$ cat src/rtl/mcycle_pkg.sv
// Shared encodings for the multi-cycle multiply/divide unit: MCycleOp
// field layout and FSM state values.
package mcycle_pkg;

    // MCycleOp bit positions
    localparam int OP_KIND_BIT = 1;   // 0 = multiply, 1 = divide
    localparam int OP_SIGN_BIT = 0;   // 0 = unsigned, 1 = signed

    // Full MCycleOp encodings
    localparam logic [1:0] OP_MULU = 2'b00;
    localparam logic [1:0] OP_MULS = 2'b01;
    localparam logic [1:0] OP_DIVU = 2'b10;
    localparam logic [1:0] OP_DIVS = 2'b11;

    // FSM state encodings
    localparam logic [1:0] ST_IDLE    = 2'd0;
    localparam logic [1:0] ST_COMPUTE = 2'd1;
    localparam logic [1:0] ST_FIXUP   = 2'd2;

endpackage

$ cat src/rtl/mcycle_div_step.sv
// One combinational restoring-division step: shift the next dividend bit
// into the partial remainder and subtract the divisor when it fits.
// Only built when MCYCLE_DIV_EN is defined.
`ifdef MCYCLE_DIV_EN
module mcycle_div_step #(
    parameter int WIDTH = 32
) (
    input  logic [WIDTH-1:0] rem_in,
    input  logic             dvd_bit,
    input  logic [WIDTH-1:0] divisor,
    output logic [WIDTH-1:0] rem_out,
    output logic             q_bit
);

    logic [WIDTH:0]   rem_shift;
    logic [WIDTH-1:0] diff;

    // Trial subtraction; the low WIDTH bits of the difference are exact
    // whenever the subtraction is taken, since the result is < divisor.
    always_comb begin
        rem_shift = {rem_in, dvd_bit};
        q_bit     = (rem_shift >= {1'b0, divisor});
        diff      = rem_shift[WIDTH-1:0] - divisor;
        rem_out   = q_bit ? diff : rem_shift[WIDTH-1:0];
    end

endmodule
`endif

$ cat src/rtl/mcycle_unit.sv
// Multi-cycle multiply/divide unit: iterative shift-add multiply and
// restoring divide on operand magnitudes, with a sign fix-up cycle.
// Fixed latency of WIDTH+1 cycles from acceptance to Done.
// Divide hardware is present only when MCYCLE_DIV_EN is defined; otherwise
// a divide request completes on time with zero results.
module mcycle_unit
    import mcycle_pkg::*;
#(
    parameter int WIDTH = 32
) (
    input  logic             CLK,
    input  logic             Reset,
    input  logic             Start,
    input  logic [1:0]       MCycleOp,
    input  logic [WIDTH-1:0] Operand1,
    input  logic [WIDTH-1:0] Operand2,
    output logic [WIDTH-1:0] Result1,
    output logic [WIDTH-1:0] Result2,
    output logic             Busy,
    output logic             Done
);

    localparam int CW = $clog2(WIDTH);

    logic [1:0]         state_q, state_d;
    logic [CW-1:0]      cnt_q, cnt_d;
    logic               is_div_q, is_div_d;
    logic               neg_q, neg_d;
    logic [WIDTH-1:0]   mag_b_q, mag_b_d;
    logic [2*WIDTH-1:0] prod_q, prod_d;
    logic [WIDTH-1:0]   res1_q, res1_d;
    logic [WIDTH-1:0]   res2_q, res2_d;

    logic               op_signed, sign1, sign2;
    logic [WIDTH-1:0]   mag1, mag2;
    logic [WIDTH:0]     mul_sum;
    logic [2*WIDTH-1:0] step_next;
    logic [2*WIDTH-1:0] prod_fix;
    logic [WIDTH-1:0]   fix1, fix2;

`ifdef MCYCLE_DIV_EN
    logic               rem_neg_q, rem_neg_d;
    logic [WIDTH-1:0]   op1_q, op1_d;
    logic [WIDTH-1:0]   div_rem;
    logic               div_q_bit;

    // prod_q holds {partial remainder, dividend/quotient shift register}
    mcycle_div_step #(
        .WIDTH(WIDTH)
    ) u_div_step (
        .rem_in  (prod_q[2*WIDTH-1:WIDTH]),
        .dvd_bit (prod_q[WIDTH-1]),
        .divisor (mag_b_q),
        .rem_out (div_rem),
        .q_bit   (div_q_bit)
    );
`endif

    // Operand sign extraction and magnitudes (most-negative stays as an
    // unsigned 2^(WIDTH-1) magnitude)
    always_comb begin
        op_signed = MCycleOp[OP_SIGN_BIT];
        sign1     = op_signed & Operand1[WIDTH-1];
        sign2     = op_signed & Operand2[WIDTH-1];
        mag1      = sign1 ? -Operand1 : Operand1;
        mag2      = sign2 ? -Operand2 : Operand2;
    end

    // One iteration of the selected algorithm on prod_q
    always_comb begin
        // prod_q holds {high accumulator, multiplier shift register}
        mul_sum   = {1'b0, prod_q[2*WIDTH-1:WIDTH]}
                  + {1'b0, {WIDTH{prod_q[0]}} & mag_b_q};
        step_next = {mul_sum, prod_q[WIDTH-1:1]};
`ifdef MCYCLE_DIV_EN
        if (is_div_q) begin
            step_next = {div_rem, prod_q[WIDTH-2:0], div_q_bit};
        end
`endif
    end

    // Sign fix-up and special cases applied in the FIXUP cycle
    always_comb begin
        prod_fix = neg_q ? -prod_q : prod_q;
        fix1     = prod_fix[WIDTH-1:0];
        fix2     = prod_fix[2*WIDTH-1:WIDTH];
        if (is_div_q) begin
`ifdef MCYCLE_DIV_EN
            // Most-negative / -1 needs no special case: the magnitude
            // quotient 2^(WIDTH-1) with a positive sign already reads back
            // as most-negative, and the remainder is zero.
            fix1 = neg_q ? -prod_q[WIDTH-1:0] : prod_q[WIDTH-1:0];
            fix2 = rem_neg_q ? -prod_q[2*WIDTH-1:WIDTH] : prod_q[2*WIDTH-1:WIDTH];
            if (mag_b_q == '0) begin
                fix1 = '1;
                fix2 = op1_q;
            end
`else
            fix1 = '0;
            fix2 = '0;
`endif
        end
    end

    // FSM sequencing, operand capture and iteration register updates
    always_comb begin
        state_d  = state_q;
        cnt_d    = cnt_q;
        is_div_d = is_div_q;
        neg_d    = neg_q;
        mag_b_d  = mag_b_q;
        prod_d   = prod_q;
        res1_d   = res1_q;
        res2_d   = res2_q;
`ifdef MCYCLE_DIV_EN
        rem_neg_d = rem_neg_q;
        op1_d     = op1_q;
`endif
        case (state_q)
            ST_IDLE: begin
                if (Start) begin
                    state_d  = ST_COMPUTE;
                    cnt_d    = '0;
                    is_div_d = MCycleOp[OP_KIND_BIT];
                    neg_d    = sign1 ^ sign2;
                    mag_b_d  = mag1;
                    prod_d   = {{WIDTH{1'b0}}, mag2};
`ifdef MCYCLE_DIV_EN
                    rem_neg_d = sign1;
                    op1_d     = Operand1;
                    if (MCycleOp[OP_KIND_BIT]) begin
                        mag_b_d = mag2;
                        prod_d  = {{WIDTH{1'b0}}, mag1};
                    end
`endif
                end
            end
            ST_COMPUTE: begin
                prod_d = step_next;
                cnt_d  = cnt_q + CW'(1);
                if (cnt_q == CW'(WIDTH - 1)) begin
                    state_d = ST_FIXUP;
                end
            end
            ST_FIXUP: begin
                state_d = ST_IDLE;
                res1_d  = fix1;
                res2_d  = fix2;
            end
            default: begin
                state_d = ST_IDLE;
            end
        endcase
    end

    // State and datapath registers with asynchronous clear
    always_ff @(posedge CLK or posedge Reset) begin
        if (Reset) begin
            state_q  <= ST_IDLE;
            cnt_q    <= '0;
            is_div_q <= 1'b0;
            neg_q    <= 1'b0;
            mag_b_q  <= '0;
            prod_q   <= '0;
            res1_q   <= '0;
            res2_q   <= '0;
`ifdef MCYCLE_DIV_EN
            rem_neg_q <= 1'b0;
            op1_q     <= '0;
`endif
        end else begin
            state_q  <= state_d;
            cnt_q    <= cnt_d;
            is_div_q <= is_div_d;
            neg_q    <= neg_d;
            mag_b_q  <= mag_b_d;
            prod_q   <= prod_d;
            res1_q   <= res1_d;
            res2_q   <= res2_d;
`ifdef MCYCLE_DIV_EN
            rem_neg_q <= rem_neg_d;
            op1_q     <= op1_d;
`endif
        end
    end

    // Results are shown from the fix-up logic during the Done cycle and
    // from the holding registers afterwards, so they are valid with Done.
    assign Done    = (state_q == ST_FIXUP);
    assign Busy    = ~Reset & ((state_q != ST_IDLE) | Start);
    assign Result1 = Done ? fix1 : res1_q;
    assign Result2 = Done ? fix2 : res2_q;

endmodule

$ cat config.mk
export PLATFORM = sky130hd
export DESIGN_NAME = mcycle_unit
export DESIGN_NICKNAME = d
export VERILOG_FILES = /design/src/rtl/mcycle_pkg.sv /design/src/rtl/mcycle_div_step.sv /design/src/rtl/mcycle_unit.sv
export SDC_FILE = /design/constraint.sdc
export NUM_CORES = 1
export LEC_CHECK = 0
export ABC_CLOCK_PERIOD_IN_PS = 6600
export BUFFER_PORTS_ARGS = -buffer_cell sky130_fd_sc_hd__buf_2
export CAP_MARGIN = 20
export CORE_MARGIN = 1
export CORE_UTILIZATION = 45
export CTS_CLUSTER_SIZE = 14
export DETAILED_ROUTE_END_ITERATION = 6
export SLEW_MARGIN = 20
export SYNTH_ARGS = -nofsm -noshare
export SYNTH_HDL_FRONTEND = slang
export SYNTH_HIERARCHICAL = 1
export SYNTH_SLANG_ARGS = --single-unit
$ cat constraint.sdc
create_clock -name CLK -period 6.6 [get_ports CLK]
set_input_delay 1.32 -clock CLK [delete_from_list [all_inputs] [get_ports CLK]]
set_output_delay 1.32 -clock CLK [all_outputs]
set_load 0.01 [all_outputs]
# == After elaboration in Yosys (flattened, before gate mapping) ==
# Cells that the tools add are included.
# totals
output_inout_bits,66
inputBits,69
mem_bits_ro,0
ramBits,0
elab_cells,45
mem_count,0
latchBits,0
ff_bits,169
# op_classes
muxes,14
shift,0
n_mul,0
n_addsub,5
n_eq_ne,5
n_bitwise,7
n_div,0
reduce_logical,6
magnitude_cmp,0
# ops
cell,count
$mux 32,6
$mux 64,2
$pmux 64 s2,1
$neg 32->32,2
$neg 64->64,1
$add 32x32->33,1
$and 32x32->32,1
$pmux 5 s2,1
$reduce_and 2->1,3
$add 5x1->5 const B,1
$eq 5x5->1 const B,1
$mux 5,1
$mux 2,2
$ne 2x2->1 const B,2
$pmux 2 s2,1
$reduce_bool 2->1,2
$and 1x1->1,3
$eq 2x1->1 const B,1
$eq 2x2->1 const B,1
$logic_not 2->1,1
$not 1->1,1
$or 1x1->1,1
$xor 1x1->1,1

# == Logic depth before layout (Yosys ltp) ==
# logic_depth
depth_word,4
depth_mapped,14
depth_no_buf,13

# == Worst setup path after synthesis ==
# Ideal clock, no wire load.
# synth_timing
path_type,reg-to-output
from,register prod_q[15]
to,output Result2[17]
t_arrival_ns,3.184
path_buffers,0
path_stages_with_launch,9
path_slack_ns,2.096
required_time_ns,5.280
cell_sequence,dfrtp_1 -> or4_4 -> or4_4 -> or3_4 -> or2_4 -> or3_4 -> o41ai_2 -> xor2_1 -> o31ai_1
# synth_between
elab_chain_len,4
# synth_rtl
item,line,source
"start, declared",mcycle_unit.sv:30,"logic [2*WIDTH-1:0] prod_q, prod_d;"
"start signal, assigned",mcycle_unit.sv:177,prod_q <= prod_d;
$neg 64->64,mcycle_unit.sv:84,prod_fix = neg_q ? -prod_q : prod_q;
$mux 64,mcycle_unit.sv:84,
$mux 32,mcycle_unit.sv:87,if (is_div_q) begin
$mux 32,n/a,
"end, declared",mcycle_unit.sv:18,"output logic [WIDTH-1:0] Result2,"
# No other way between the ends.

# == Worst setup path after layout ==
# layout_timing
from,register prod_q[0]
to,output Result2[14]
# The elaborated chain is that of the path after synthesis.

==> flow_summary.toml <==
[worst_setup_path]
crit_buf_inv = 2
critical-path-top-delay-family = "simple AND/OR/NAND/NOR gates"
cp_slowest_cell = "nor4_1"
crit_fanout = 34
startpoint = "prod_q[0]"
crit_chain = "inv_1 > ha_1 > nor3b_1 > nand4_1 > nor4_1 > nand2_1 > or2_2 > o41ai_1 > xor2_1 > o21ai_0 > buf_2"
crit-reg2reg-launch = "prod_q[0]"
cp.required_ns = 5.28
crit_cells = 11
critPathLaunchType = "flop"
crit_arrival_ns = 4.40
critPathCaptureType = "output port"
crit_type = "flop to output port"
r2r.worst_path.cells = 10
slowest_delay_ns = 0.80

[finish]
nNetsFinal = 1449
syn2layout_area_growth_pct = 13.6
fillers = 2350
diodes = 0
layout_commonest_cell = "o21ai_0"
drive_gt1_frac = 0.142
layoutNonFillerInstCount = 1674
layout_common_cells = "o21ai_0, nand2_1, dfrtp_1"

[die]
die_w_um = 156
ioPinCount = 135
dieArea_sq_mm = 0.0244
start_util = 0.457
die_y_um = 156
rows = 56
core_sq_mm = 0.0234

[cts]
htree_levels = 4
ctsLongestPathBuffers = 2
ctsHoldBuffers = 0
root_buffer = "clkbuf_16"
cts_buffers = 17
cts_sinks = 169
cts_resized = 0
clk_latency_ns = 0.43
clk_pin_slew_ns = 0.07
postCtsSetupBuffers = 0
cts_tree = "done"

[placement]
gp_congestion = 0.853
dp_cells = 1642
portBuffers = 134
dp.final_hpwl_mm = 21.6

[grt]
overflow = 0
grt_max_degree = 92
grt_usage = 0.246
grt_pass1_vias = 8613
grtUsageMet1 = 0.390
grt_pass1_wl_mm = 47.0
met3_usage = 0.0366
busiest_layer = "met1"
antenna_found_initial = 1
use_met2 = 0.350

[yosys]
ys.flop_type = "dfrtp_1"
synth_area_sq_mm = 0.0107
syn_inst = 1252
yosys_warnings = 6
synth.top_cell.area_share = 0.395
synthTopCellsByArea = "dfrtp_1, o21ai_0, xor2_1"
synthArstFlopShare = 1.00
synth_cell_type_count = 59
synth_edf_count = 0
synth.avg_cell_area_sq_um = 8.55
yosysSeqAreaShare = 0.395
syn-num-nets = 1359
yosys.area.top_type = "dfrtp_1"
postSynthRegisterBits = 169

[timing]
fin_crit_sh = 0.867
finalHoldViolations = 0
finClkSkew_ns = 0.0119
tightest_slew_ns = 1.03
period_needed_ns = 5.72
rsz0062_at_grt = "no"
drv_slew = 0
maxSlewHeadroom = 0.315
max_freq_mhz = 175
setup_violations = 0
setup_tns_ns = 0

[route]
drt_first_pass_iters = 7
dr.first_iter.drc_count = 717
drc = 0
vias = 9285
ant_nets = 0
wl_mm = 28.8
wl_per_cell_um = 17.2
via_per_inst = 5.55

[hold_path]
holdPathStages = 2
min_path_type = "flop to flop"
min_from = "mag_b_q[2]"

[power_and_ir_drop]
powerDensity_mw_per_mm2 = 435
p_total_uw = 5290
vdd_ir_drop_max_mv = 0.159
leakagePower_uw = 0.00541

[run]
cap_violations = 0

[status]
status = "finished clean"
-- report_power, final --
group	internal [uW]	switching, uW	leakage [uW]
clock network	507	482	0.000288
logic	958	1330	0.00303
registers	1480	535	0.00210
-- final cells by class --
class	instances	area (sq um)	area share
multi-input cells	991	6140	0.505
inverters	23	91.3	0.00751
well taps	319	399	0.0328
flip-flops and latches	169	4230	0.348
clock inverters	15	160	0.0132
clock buffers	17	425	0.0350
repair buffers	140	716	0.0589
-- tightest hold or removal path, cell delays in order, from the launching register on --
cell and delay (ns):
dfrtp_1 0.33, nand2_1 0.05, o21ai_0 0.06
-- routing by layer --
layer / share of wire / up-vias
met5: 0 / -
met4: 0.0073 / 0
met3: 0.050 / 18
met2: 0.41 / 243
met1: 0.53 / 4407
li1: - / 4617
-- stage by stage --
stage	utilization	setup WS, ns	hold WS [ns]	area, sq um
after floorplan	-	0.705	0.442	10700
after global placement	0.494	1.56	0.455	11600
after detailed placement	0.494	1.37	0.461	11600
after CTS	0.520	0.880	0.477	12200
after global routing	0.520	0.396	0.493	12200
final	0.520	0.878	0.475	12200
-- flip-flops by register name, summed over array words and instances (netlist names) --
signal and count:
state_q 2, res2_q 32, neg_q 1, cnt_q 5, mag_b_q 32, prod_q 64
res1_q 32, is_div_q 1
-- kinds of logic after synthesis --
logic type,count (synthesis),share of synthesized area
AO/OA/AOI/OAI,383,0.215
multiplexers,1,0.000935
XOR/XNOR,149,0.122
buffers and inverters,92,0.0324
flip-flops,169,0.395
AND/OR/NAND/NOR,420,0.189
adder cells (fa/ha/maj),38,0.0451
-- synthesized netlist by cell type (3+ instances only) --
cell type    n
nand3b_1     3
and2_1      38
nand3_1     26
a41oi_1      3
dfrtp_1    169
a22oi_1     27
nor2b_1     10
nor3_1      23
a31oi_1      6
o31ai_1     35
and3_1       6
nor3b_1      4
nor2_1      53
a21o_1      19
nand4_1      8
xor2_1      89
o22ai_1      4
inv_1       23
xnor2_1     60
o21a_1       4
nor4_1      12
o41ai_1      9
a21oi_1     56
or3_1       20
o22a_1       3
nand2_1    184
or4_1        7
ha_1        37
nand2b_1    13
o21bai_1     3
clkbuf_1    67
o21ai_0    192
a21boi_0     3
-- worst paths after layout --
kind,end,slack [ns]
worst max-delay path,Result2[14],0.88
worst min-delay path,mag_b_q[2],0.47
worst max register to register,res2_q[14],2.69
worst min register to register,mag_b_q[2],0.47
max in group asynchronous,res2_q[22],4.44
min in group asynchronous,prod_q[9],0.90
Note: power is estimated with default switching activity, not from simulation.
